$ cat src/rtl/decode_pkg.sv
// Shared types and constants for the decode/issue stage.
//   state_t : assembly state (RUN = normal decode, IMM = waiting for immediate word)
//   qual_t  : decode qualifiers that travel with an instruction
package decode_pkg;

    localparam int CTRL_W_DEFAULT = 24;
    localparam int INSTR_W        = 16;
    localparam int PC_W           = 32;

    typedef enum logic {
        RUN = 1'b0,
        IMM = 1'b1
    } state_t;

    typedef struct packed {
        logic uses_rs1;
        logic uses_rs2;
        logic writes_rd;
        logic is_load;
    } qual_t;

    // True when a source operand reads the register the load in EX will write.
    function automatic logic src_conflict(input logic used, input logic addr_match);
        return used & addr_match;
    endfunction

endpackage

$ cat src/rtl/reg_file_bypass.sv
// N_REGS x WIDTH register file, two combinational read ports, one write port.
// A read of the address being written in the same cycle returns the write data.
//   clk, reset       : clock, synchronous active-high reset (clears every entry)
//   we, waddr, wdata : write port, committed on the rising edge
//   raddr1/2, rdata1/2 : read ports
module reg_file_bypass #(
    parameter int  WIDTH  = 16,
    parameter int  N_REGS = 8,
    localparam int AW     = $clog2(N_REGS)
) (
    input  logic             clk,
    input  logic             reset,
    input  logic             we,
    input  logic [AW-1:0]    waddr,
    input  logic [WIDTH-1:0] wdata,
    input  logic [AW-1:0]    raddr1,
    input  logic [AW-1:0]    raddr2,
    output logic [WIDTH-1:0] rdata1,
    output logic [WIDTH-1:0] rdata2
);

    logic [WIDTH-1:0] regs [N_REGS];

    always_ff @(posedge clk) begin
        if (reset) begin
            for (int i = 0; i < N_REGS; i++) begin
                regs[i] <= '0;
            end
        end else if (we) begin
            regs[waddr] <= wdata;
        end
    end

    assign rdata1 = (we && (waddr == raddr1)) ? wdata : regs[raddr1];
    assign rdata2 = (we && (waddr == raddr2)) ? wdata : regs[raddr2];

endmodule

$ cat src/rtl/decode_issue_stage.sv
// Decode/issue pipeline stage between fetch and execute.
// Reads operands from a write-through register file, interlocks on load-use,
// handles flush/hold and assembles two-word (opcode + immediate) instructions.
//   Inputs : in_valid/instruction/pc/ctrl_in + decode qualifiers and register
//            fields from fetch/control, flush, hold, writeback port wb_*.
//   Outputs: registered ID/EX slot (out_valid, ctrl_out, rs1_data, rs2_data,
//            rd_out, imm_out, pc_out) and combinational stall_out to fetch.
//
// state | meaning
// RUN   | decoding single words; a two-word opcode is latched here
// IMM   | first word latched, next valid word is its immediate
module decode_issue_stage
    import decode_pkg::*;
#(
    parameter int  WIDTH  = 16,
    parameter int  N_REGS = 8,
    parameter int  CTRL_W = CTRL_W_DEFAULT,
    localparam int AW     = $clog2(N_REGS)
) (
    input  logic               clk,
    input  logic               reset,
    input  logic               in_valid,
    input  logic [INSTR_W-1:0] instruction,
    input  logic [PC_W-1:0]    pc,
    input  logic [CTRL_W-1:0]  ctrl_in,
    input  logic               uses_rs1,
    input  logic               uses_rs2,
    input  logic               writes_rd,
    input  logic               is_load,
    input  logic               two_word,
    input  logic [AW-1:0]      rs1_addr,
    input  logic [AW-1:0]      rs2_addr,
    input  logic [AW-1:0]      rd_addr,
    input  logic               flush,
    input  logic               hold,
    input  logic               wb_we,
    input  logic [AW-1:0]      wb_addr,
    input  logic [WIDTH-1:0]   wb_data,
    output logic               stall_out,
    output logic               out_valid,
    output logic [CTRL_W-1:0]  ctrl_out,
    output logic [WIDTH-1:0]   rs1_data,
    output logic [WIDTH-1:0]   rs2_data,
    output logic [AW-1:0]      rd_out,
    output logic [WIDTH-1:0]   imm_out,
    output logic [PC_W-1:0]    pc_out
);

    typedef struct packed {
        logic [CTRL_W-1:0] ctrl;
        qual_t             qual;
        logic [AW-1:0]     rs1;
        logic [AW-1:0]     rs2;
        logic [AW-1:0]     rd;
        logic [PC_W-1:0]   pc;
    } latched_t;

    state_t     state;
    latched_t   first_word;
    logic       ex_is_load;

    qual_t      in_qual;
    qual_t      iss_qual;
    logic [AW-1:0] iss_rs1;
    logic [AW-1:0] iss_rs2;
    logic [WIDTH-1:0] rd1;
    logic [WIDTH-1:0] rd2;
    logic       issue_run;
    logic       issue_imm;
    logic       hazard;
    logic       issue;

    assign in_qual = '{uses_rs1: uses_rs1, uses_rs2: uses_rs2,
                       writes_rd: writes_rd, is_load: is_load};

    // In IMM the instruction being issued is the latched first word, so its
    // qualifiers and source fields come from the latch, not from fetch.
    assign iss_qual = (state == IMM) ? first_word.qual : in_qual;
    assign iss_rs1  = (state == IMM) ? first_word.rs1  : rs1_addr;
    assign iss_rs2  = (state == IMM) ? first_word.rs2  : rs2_addr;

    assign issue_run = (state == RUN) && in_valid && !two_word;
    assign issue_imm = (state == IMM) && in_valid;

    // Only an instruction that actually issues this cycle can interlock; a
    // first word being latched reads its operands later, in IMM.
    assign hazard = (issue_run || issue_imm) && ex_is_load && out_valid &&
                    (src_conflict(iss_qual.uses_rs1, iss_rs1 == rd_out) ||
                     src_conflict(iss_qual.uses_rs2, iss_rs2 == rd_out));

    assign issue     = (issue_run || issue_imm) && !hazard;
    assign stall_out = !flush && (hold || hazard);

    reg_file_bypass #(
        .WIDTH  (WIDTH),
        .N_REGS (N_REGS)
    ) u_rf (
        .clk    (clk),
        .reset  (reset),
        .we     (wb_we),
        .waddr  (wb_addr),
        .wdata  (wb_data),
        .raddr1 (iss_rs1),
        .raddr2 (iss_rs2),
        .rdata1 (rd1),
        .rdata2 (rd2)
    );

    always_ff @(posedge clk) begin
        if (reset || flush) begin
            state      <= RUN;
            first_word <= '0;
            ex_is_load <= 1'b0;
            out_valid  <= 1'b0;
            ctrl_out   <= '0;
            rs1_data   <= '0;
            rs2_data   <= '0;
            rd_out     <= '0;
            imm_out    <= '0;
            pc_out     <= '0;
        end else if (!hold) begin
            // Bubble unless something issues below.
            ex_is_load <= 1'b0;
            out_valid  <= 1'b0;
            ctrl_out   <= '0;
            rs1_data   <= '0;
            rs2_data   <= '0;
            rd_out     <= '0;
            imm_out    <= '0;
            pc_out     <= '0;

            if (issue) begin
                out_valid <= 1'b1;
                rs1_data  <= rd1;
                rs2_data  <= rd2;
                // A load that writes no register cannot feed a younger instruction.
                ex_is_load <= iss_qual.is_load & iss_qual.writes_rd;
                if (state == IMM) begin
                    ctrl_out <= first_word.ctrl;
                    rd_out   <= first_word.rd;
                    pc_out   <= first_word.pc;
                    imm_out  <= WIDTH'(instruction);
                end else begin
                    ctrl_out <= ctrl_in;
                    rd_out   <= rd_addr;
                    pc_out   <= pc;
                end
            end

            if (!hazard) begin
                case (state)
                    RUN: begin
                        if (in_valid && two_word) begin
                            first_word <= '{ctrl: ctrl_in, qual: in_qual,
                                            rs1: rs1_addr, rs2: rs2_addr,
                                            rd: rd_addr, pc: pc};
                            state      <= IMM;
                        end
                    end
                    IMM: begin
                        if (in_valid) begin
                            state <= RUN;
                        end
                    end
                    default: state <= RUN;
                endcase
            end
        end
    end

endmodule

$ cat config.mk
export PLATFORM = sky130hd
export DESIGN_NAME = decode_issue_stage
export DESIGN_NICKNAME = d
export VERILOG_FILES = /design/src/rtl/decode_pkg.sv /design/src/rtl/reg_file_bypass.sv /design/src/rtl/decode_issue_stage.sv
export SDC_FILE = /design/constraint.sdc
export NUM_CORES = 1
export LEC_CHECK = 0
export ABC_AREA = 1
export CAP_MARGIN = 15
export CORE_MARGIN = 4
export CORE_UTILIZATION = 30
export CTS_CLUSTER_DIAMETER = 80
export DETAILED_ROUTE_END_ITERATION = 7
export REMOVE_ABC_BUFFERS = 1
export SYNTH_ARGS = -nofsm -noshare
export SYNTH_HDL_FRONTEND = slang
export SYNTH_HIERARCHICAL = 1
export SYNTH_SLANG_ARGS = --single-unit
$ cat constraint.sdc
create_clock -name clk -period 4.6 [get_ports clk]
set_input_delay 1.38 -clock clk [delete_from_list [all_inputs] [get_ports clk]]
set_output_delay 1.38 -clock clk [all_outputs]
set_load 0.05 [all_outputs]
=== Yosys cells after proc, flatten, opt, wreduce, memory -nomap -nowiden ===
Memory sizes are Yosys's and may differ from the RTL's.
Cells that the tools add are included.

* Memory bits (writable): 128
* Memories: 1
* Register bits: 179
* Logic and storage cells: 78

* Bitwise logic cells: 6
* Muxes and demuxes: 28
* Equality and inequality tests: 4
* Reduce and logical (&&, ||, !) cells: 21

{| class="wikitable"
|+ Memory list
! name !! words !! bits a word !! rd ports !! clocked after memory_dff !! wr ports !! line !! source
|-
| u_rf.regs || 8 || 16 || 2 || 0 || 8 || reg_file_bypass.sv:22 || <nowiki>logic [WIDTH-1:0] regs [N_REGS];</nowiki>
|}

{| class="wikitable"
|+ Operators with widths
! operator !! count
|-
| 2-to-1 mux 16 bit || 7
|-
| 2-to-1 mux 32 bit || 2
|-
| 2-to-1 mux 24 bit || 2
|-
| OR reduction 16 bit || 1
|-
| 2-to-1 mux 3 bit || 5
|-
| == test 3 bit || 4
|-
| logical AND 1 bit || 11
|-
| 2-to-1 mux 1 bit || 10
|-
| logical OR 1 bit || 4
|-
| 2-to-1 mux 4 bit || 1
|-
| AND reduction 4 bit || 1
|-
| bitwise AND 1 bit || 3
|-
| zero test 1 bit || 3
|-
| inverter 1 bit || 3
|-
| case mux 1 bit (2 select lines) || 1
|-
| AND reduction 2 bit || 1
|}

=== Logic depth before layout (Yosys ltp) ===
* Word-level depth: 10
* Gate-level depth with buffers: 17
* Gate-level depth less buffers: 14

=== Modules after synthesis ===
The synthesis kept the hierarchy.

{| class="wikitable"
|+ Modules (own cells, without submodules)
! module !! sequential area each (um2) !! cells each !! instances !! area an instance (um2)
|-
| decode_issue_stage || 3,583.4 || 1,325 || 1 || 8,668.3
|-
| reg_file_bypass || 3,843.7 || 1,057 || 1 || 7,768.7
|}

=== Worst setup path before layout ===
Ideal clock, no wire load.

* Path type: in2out
* Start point: input rs2_addr[0]
* End point: output stall_out
* Data arrival time: 3.063 ns
* Cell stages on the path: 11
* Data required time: 3.220 ns
* Buffers on the path: 2
* Setup slack: 0.157 ns
* Path through: nand2_1 > nand2_1 > nand2_1 > nand2_1 > nor2_1 > nand2_1 > nand2_1 > nand2_4 > buf_4 > buf_4 > a21oi_1

* Cells in the longest elaborated chain, start to end: 7

{| class="wikitable"
|+ RTL lines
! item !! line !! source
|-
| from (decl) || decode_issue_stage.sv:32 || <nowiki>input logic [AW-1:0] rs2_addr,</nowiki>
|-
| 2-to-1 mux 3 bit || decode_issue_stage.sv:80 || <nowiki>assign iss_rs2 = (state == IMM) ? first_word.rs2 : rs2_addr;</nowiki>
|-
| named net iss_rs2[0] || decode_issue_stage.sv:65 || <nowiki>logic [AW-1:0] iss_rs2;</nowiki>
|-
| == test 3 bit || decode_issue_stage.sv:89 || <nowiki>src_conflict(iss_qual.uses_rs2, iss_rs2 == rd_out));</nowiki>
|-
| bitwise AND 1 bit || decode_pkg.sv:24 || <nowiki>return used & addr_match;</nowiki>
|-
| logical OR 1 bit || decode_issue_stage.sv:88 || <nowiki>(src_conflict(iss_qual.uses_rs1, iss_rs1 == rd_out) ||</nowiki>
|-
| logical AND 1 bit || decode_issue_stage.sv:87 || <nowiki>assign hazard = (issue_run || issue_imm) && ex_is_load && out_valid &&</nowiki>
|-
| logical OR 1 bit || decode_issue_stage.sv:92 || <nowiki>assign stall_out = !flush && (hold || hazard);</nowiki>
|-
| logical AND 1 bit || decode_issue_stage.sv:92 ||
|-
| to (decl) || decode_issue_stage.sv:39 || <nowiki>output logic stall_out,</nowiki>
|}

The timed path passes the listed nets, and every way through them passes these cells.

=== Worst setup path in the final report ===
* Start point: input uses_rs1
* End point: output stall_out

* Cells in the longest elaborated chain, start to end: 6

{| class="wikitable"
|+ RTL lines
! item !! line !! source
|-
| from (decl) || decode_issue_stage.sv:26 || <nowiki>input logic uses_rs1,</nowiki>
|-
| 2-to-1 mux 4 bit || decode_issue_stage.sv:78 || <nowiki>assign iss_qual = (state == IMM) ? first_word.qual : in_qual;</nowiki>
|-
| bitwise AND 1 bit || decode_pkg.sv:24 ||
|-
| logical OR 1 bit || decode_issue_stage.sv:88 ||
|-
| logical AND 1 bit || decode_issue_stage.sv:87 ||
|-
| logical OR 1 bit || decode_issue_stage.sv:92 ||
|-
| logical AND 1 bit || decode_issue_stage.sv:92 ||
|}

No other way between the ends.

==> metrics.yaml <==
drt_iter0_drc: 1441
synth_cell_types: 27
routed_wl_um: 54270
hp-class: "reg2reg"
dieArea_sq_mm: 0.05860
power_w: 0.006995
path_cells: "clkdlybuf4s50_1 -> inv_1 -> o21ai_1 -> nand2_1 -> nor2_1 -> nand2_1 -> nand2_1 -> nand2_8 -> a21oi_1 -> buf_12"
nFillCells: 5523
cts_resized: 0
synth_warnings: 6
seqCellArea_sq_mm: 0.007431
internal_power_w: 0.005131
num_vias: 16040
cp-start-kind: "input pin"
syn_area_per_cell_sq_um: 6.901
ys_ff_latch: 307
crit_arrival_ns: 3.02
netlist_area_sq_mm: 0.01644
clkPwrFrac: 0.436
core_sq_mm: 0.05403
initial_core_util: 0.3042
gr-total-overflow: 0
cts_sinks: 307
rows: 85
pre_cts_ws_ns: 0.2150
grt_max_degree: 181
fin_ws_ns: 0.2027
avgViaCountPerCell: 4.970
run_status: "finished clean"
grt_pass1_vias: 14990
wl_per_cell_um: 16.81
tightest_slew_ns: 0.9784
slew_headroom: 0.3478
die_h_um: 242.1
cts_tree: "built"
cp_common_cell: "nand2_1"
path_class: "in2out"
seqPwrFrac: 0.425
cp_max_fo: 2
clkTransAtPathRegs_ns: 0.05
slowest_stage: "clkdlybuf4s50_1"
layout-area-overhead-vs-synth_pct: 23.63
post-route-util: 0.3761
max-clock-path-buffers: 3
fin_hold_ws_ns: 0.4626
vdd_drop_max_v: 0.0002059
end_kind: "output pin"
period_share: 0.9559
ff2ff_setup_slack_ns: 1.40
ctsHoldBuffers: 0
cts_max_level: 2
switchingPower_w: 0.001864
power_density_mw_per_mm2: 344.2
drv_slew: 0
fin_crit_ns: 4.397
yosysSeqAreaShare: 0.4519
cts-root-buf: "clkbuf_16"
setup_viol: 0
dr.pass1.iters: 7
critPathMaxStageDelay_ns: 0.46
grt_pass1_wl_um: 84060
io_buffers: 219
drive_gt1_frac: 0.04980
swShare: 0.2665
cts_made_buffers: 38
hold_viol: 0
gp_congestion: 0.8489
pwr-share-comb: 0.139
grt_util_all_layers: 0.1760
ioPinCount: 220
post_cts.repair.setup_buffers: 0
rsz0062_at_grt: "no"
antenna_found_initial: 2
fmax_mhz: 227.4
multi_input_area_sq_mm: 0.006778
fp.dieW_um: 242.1
syn_inst: 2382
fin_skew_ns: 0.01858
drv_cap: 0
drc: 0
dp_hpwl_um: 32810
clkLatencyLatePin_ns: 0.54
nNetsFinal: 2616
required_ns: 3.22
total_leakage_power_nw: 8.579
ant_nets: 0
==> per-layer routing <==
metal  up-vias  global-route usage  wire length, um
met5         -                   0                0
met1      7539              0.2336            23280
li1       7799                   -                -
met3        93             0.03210             4011
met4         0             0.05412             1350
met2       611              0.2927            25630
==> flip-flops by register name, indices dropped and copies added (netlist names) <==
| name | cells |
|---|---|
| imm_out | 16 |
| rs2_data | 16 |
| rd_out | 3 |
| state | 1 |
| pc_out | 32 |
| out_valid | 1 |
| ex_is_load | 1 |
| first_word | 69 |
| u_rf/regs | 128 |
| ctrl_out | 24 |
| rs1_data | 16 |
==> power by group through the flow <==
stage          clock network [W]  registers, W  logic (W)
2_1_floorplan                  0       0.00307   0.000520
5_1_grt                  0.00324       0.00298    0.00107
3_3_place_gp                   0       0.00303   0.000950
6_report                 0.00305       0.00297   0.000973
3_5_place_dp                   0       0.00303   0.000966
4_1_cts                  0.00314       0.00297   0.000970
==> per-stage QoR <==
step | instance area (sq um) | instances | TNS, ns
global placement | 19070 | 3161 | 0
global route | 20320 | 3227 | 0
floorplan | 15620 | 2213 | -253.16
finish | 20320 | 3228 | 0
CTS | 20320 | 3226 | 0
detailed placement | 19070 | 3161 | 0
==> Yosys cell counts <==
| cell | instances | area share |
|---|---|---|
| o31ai_1 | 1 | 0.00046 |
| clkbuf_8 | 1 | 0.00084 |
| buf_12 | 1 | 0.0012 |
| nand2_2 | 9 | 0.0034 |
| nand2_1 | 710 | 0.16 |
| edfxtp_1 | 128 | 0.23 |
| nor2_4 | 2 | 0.0014 |
| nand2_4 | 3 | 0.0021 |
| nor2_1 | 210 | 0.048 |
| buf_4 | 17 | 0.0078 |
| o21ai_1 | 3 | 0.00091 |
| inv_2 | 12 | 0.0027 |
| dfxtp_1 | 179 | 0.22 |
| nand4_1 | 177 | 0.067 |
| inv_6 | 1 | 0.00053 |
| a21oi_1 | 111 | 0.034 |
| inv_1 | 367 | 0.084 |
| clkbuf_1 | 81 | 0.018 |
| inv_4 | 1 | 0.00038 |
| o21ai_0 | 60 | 0.018 |
| buf_6 | 4 | 0.0027 |
| nand3_2 | 1 | 0.00061 |
| nand3_1 | 232 | 0.071 |
| buf_2 | 47 | 0.014 |
| buf_1 | 18 | 0.0041 |
| clkinv_2 | 1 | 0.00030 |
| nor2_2 | 5 | 0.0019 |
==> worst paths after layout <==
| check | from | end | depth (start not counted) |
|---|---|---|---|
| setup / recovery | uses_rs1 | stall_out | 10 |
| hold / removal | imm_out[13] | imm_out[13] | 2 |
| setup reg to reg | state | first_word[60] | 15 |
| hold reg to reg | imm_out[13] | imm_out[13] | 2 |
==> cells by family (layout without fill, tap and decap cells) <==
logic type / Yosys count / count (layout) / synth area share
compound gates: 175 / 175 / 0.05344
buf+inv: 551 / 699 / 0.1372
flops: 307 / 307 / 0.4519
other cells: 0 / 2 / 0
simple gates: 1349 / 1349 / 0.3575
==> cells in the final DEF, fill, tap and decap left out <==
master / count
buf_4: 27
nand2_1: 709
o31ai_1: 1
nand2_4: 2
nand2_2: 10
a21oi_1: 111
buf_12: 8
diode_2: 2
clkinv_2: 6
bufinv_16: 5
inv_4: 2
nand4_1: 177
o21ai_1: 3
clkbuf_16: 39
nor2_1: 209
nor2_2: 4
inv_1: 366
o21ai_0: 60
dfxtp_1: 178
clkbuf_1: 9
nor2_4: 4
inv_6: 4
inv_2: 9
nand2_8: 1
clkinv_1: 4
nand3_1: 232
edfxtp_1: 128
clkbuf_8: 3
nand3_2: 1
clkdlybuf4s50_1: 217
dfxtp_4: 1
==> cell type report <==
class	instances	area share
sequential	307	0.3657
multi-input combinational	1524	0.3335
tap	696	0.04285
inverter	382	0.07142
clock inverter	14	0.009790
clock buffer	51	0.05172
antenna	2	0.0002463
timing repair buffer	252	0.1247
==> worst max-delay path: cells and delay by family <==
family | cells | cell delay (ns)
AND/OR/NAND/NOR | 5 | 0.47
AO/OA/AOI/OAI | 2 | 0.45
buffers and inverters | 3 | 0.70
No activity file was read; power rests on OpenSTA's default activity.
==> patch (config.mk and constraints unchanged) <==
`N_REGS` is set to 8 in 2 places; all go to 16.
--- a/src/rtl/reg_file_bypass.sv
+++ b/src/rtl/reg_file_bypass.sv
@@ -6,5 +6,5 @@
 module reg_file_bypass #(
     parameter int  WIDTH  = 16,
-    parameter int  N_REGS = 8,
+    parameter int  N_REGS = 16,
     localparam int AW     = $clog2(N_REGS)
 ) (
--- a/src/rtl/decode_issue_stage.sv
+++ b/src/rtl/decode_issue_stage.sv
@@ -14,5 +14,5 @@
 #(
     parameter int  WIDTH  = 16,
-    parameter int  N_REGS = 8,
+    parameter int  N_REGS = 16,
     parameter int  CTRL_W = CTRL_W_DEFAULT,
     localparam int AW     = $clog2(N_REGS)
Interface: changed (5 resized); port bits go from 220 to 225. No check against the original RTL was run, so the function may have changed too.
==> patch against the unedited design <==
  * Sequential cell count up 132
  * Critical path depth unchanged
  * Combinational power up 53%
  * Worst setup slack better by 0.032 ns
  * First-iteration DRC count up 94%
  * Wire length up 59%
  * Final area up 44%
  * Non-clock buffer count up 54
  * Total power up 42%
  * Global-route usage up 1.7 points
  * Synthesized area up 48%
  * Clock power up 34%
  * Sequential share of layout area up 2.2 points
==> patch: results (changes against the unedited design) <==
Run status
  • Status: finished clean (unchanged)

Place
  • Port bufs: 224 (was 219)
  • Global placement routability congestion: 0.8388 (was 0.8489)
  • Placed cell areas: 27550 um^2 (was 19070 um^2)
  • DPL Wire Length: 52.04 mm (was 32.81 mm)

Setup path
  • Crit path from: rs2_addr[1] (was uses_rs1)
  • CP arrival: 2.98 ns (was 3.02 ns)
  • Slowest stage delay, CP: 0.48 ns (was 0.46 ns)
  • Worst-path maximum fanout: 3 (was 2)

Route
  • DR WL/cell: 18.47 um (was 16.81 um)
  • First-pass DRT Iterations: 6 (was 7)
  • 1st-iter DRT viols: 2789 (was 1441)
  • Vias per inst: 4.972 (was 4.970)

Global routing
  • Largest net degree at the start of global routing: 184 (was 181)
  • Antenna violations before repair: 4 (was 2)
  • First-pass GRT wire length: 130.9 mm (was 84.06 mm)
  • Vias in the first global route: 21.62k (was 14.99k)
  • GRT Total Usage: 0.1932 (was 0.1760)

Hold path
  • Hold Path Class: flop to flop (unchanged)
  • Worst Hold Launch: rs2_data[9]$_SDFFE_PP0N_ (was imm_out[13]$_SDFFE_PP0N_)

Finish
  • Biggest regs: u_rf/regs: 256 flops, first_word: 72 flops, pc_out: 32 flops (was u_rf/regs: 128 flops, first_word: 69 flops, pc_out: 32 flops)
  • Nets: 3676 (was 2616)
  • Layout cells sized above 1: 0.05742 (was 0.04980)
  • Fill cells: 8455 (was 5523)

Pwr
  • P_comb: 0.00149 W (was 0.000973 W)
  • Clk power: 0.00410 W (was 0.00305 W)
  • Maximum vdd drop: 0.0003089 V (was 0.0002059 V)
  • NetSw: 0.002839 W (was 0.001864 W)
  • Leakage power: 12.66 nW (was 8.579 nW)

Timing
  • Worst Max-Slew Pin Slew: 1.060 ns (was 0.9784 ns)
  • Layout Skew: 0.03953 ns (was 0.01858 ns)

Clocking
  • Clock latency at the later pin of the worst-skew pair: 0.63 ns (was 0.54 ns)
  • CTS buffer count: 54 (was 38)

Synth
  • Main area contributors after synthesis: edfxtp_1 32%, nand2_1 16%, dfxtp_1 15% (was edfxtp_1 23%, dfxtp_1 22%, nand2_1 16%)
  • Top post-synthesis cells by count: 1033 x nand2_1, 518 x inv_1, 461 x nand3_1, 343 x nor2_1, 256 x edfxtp_1 (was 710 x nand2_1, 367 x inv_1, 232 x nand3_1, 210 x nor2_1, 179 x dfxtp_1)
  • Number of flops mapped to enable cells by yosys: 256 (was 128)
  • Register area share after synthesis: 0.4664 (was 0.4519)
  • Most used DFF post-synth: edfxtp_1 (was dfxtp_1)
[patch: kinds of logic (layout without fill, tap and decap cells)]
kind of cell           count (synthesis)  after routing  share of synthesized area
DFF                                  439            439                     0.4664
AOI/OAI and AO/OA                    187            187                    0.03912
buffers and inverters                785            935                     0.1320
and+or+nand+nor                     2044           2044                     0.3624
other                                  0              2                          0
[patch: metrics by stage]
step | hold slack, ns | std cells | utilization | total power, W | setup slack, ns
2_1_floorplan | 0.4390 | 3199 | - | 0.005317 | -10.99
3_3_place_gp | 0.4509 | 4565 | 0.3425 | 0.005893 | 0.2426
3_5_place_dp | 0.4551 | 4565 | 0.3425 | 0.005904 | 0.2538
4_1_cts | 0.4634 | 4665 | 0.3638 | 0.01002 | 0.2352
5_1_grt | 0.4762 | 4667 | 0.3638 | 0.01035 | 0.05936
6_report | 0.4601 | 4667 | 0.3638 | 0.009949 | 0.2351
[patch: per-layer routing]
layer  GRT usage  vias to the layer above  wire [um]
met1      0.2662                    10730      36560
met5           0                        -         21
met3     0.03253                      209       7495
met2      0.3060                     1074      39040
met4     0.07032                        4       3093
li1            -                    11180          -
[patch: layout make-up]
class | count | area share
sequential | 439 | 0.3881
clock buffer | 82 | 0.05329
timing repair buffer | 306 | 0.1035
clock inverter | 18 | 0.005004
inverter | 529 | 0.06830
antenna | 2 | 0.0001711
tap | 1060 | 0.04533
multi-input combinational | 2231 | 0.3363
[patch: worst paths after layout]
kind	slack, ns	cells after the start	endpoint
max	0.24	10	stall_out
min	0.46	2	rs2_data[9]$_SDFFE_PP0N_
max reg2reg	1.21	14	rs1_data[11]$_SDFFE_PP0N_
min reg2reg	0.46	2	rs2_data[9]$_SDFFE_PP0N_
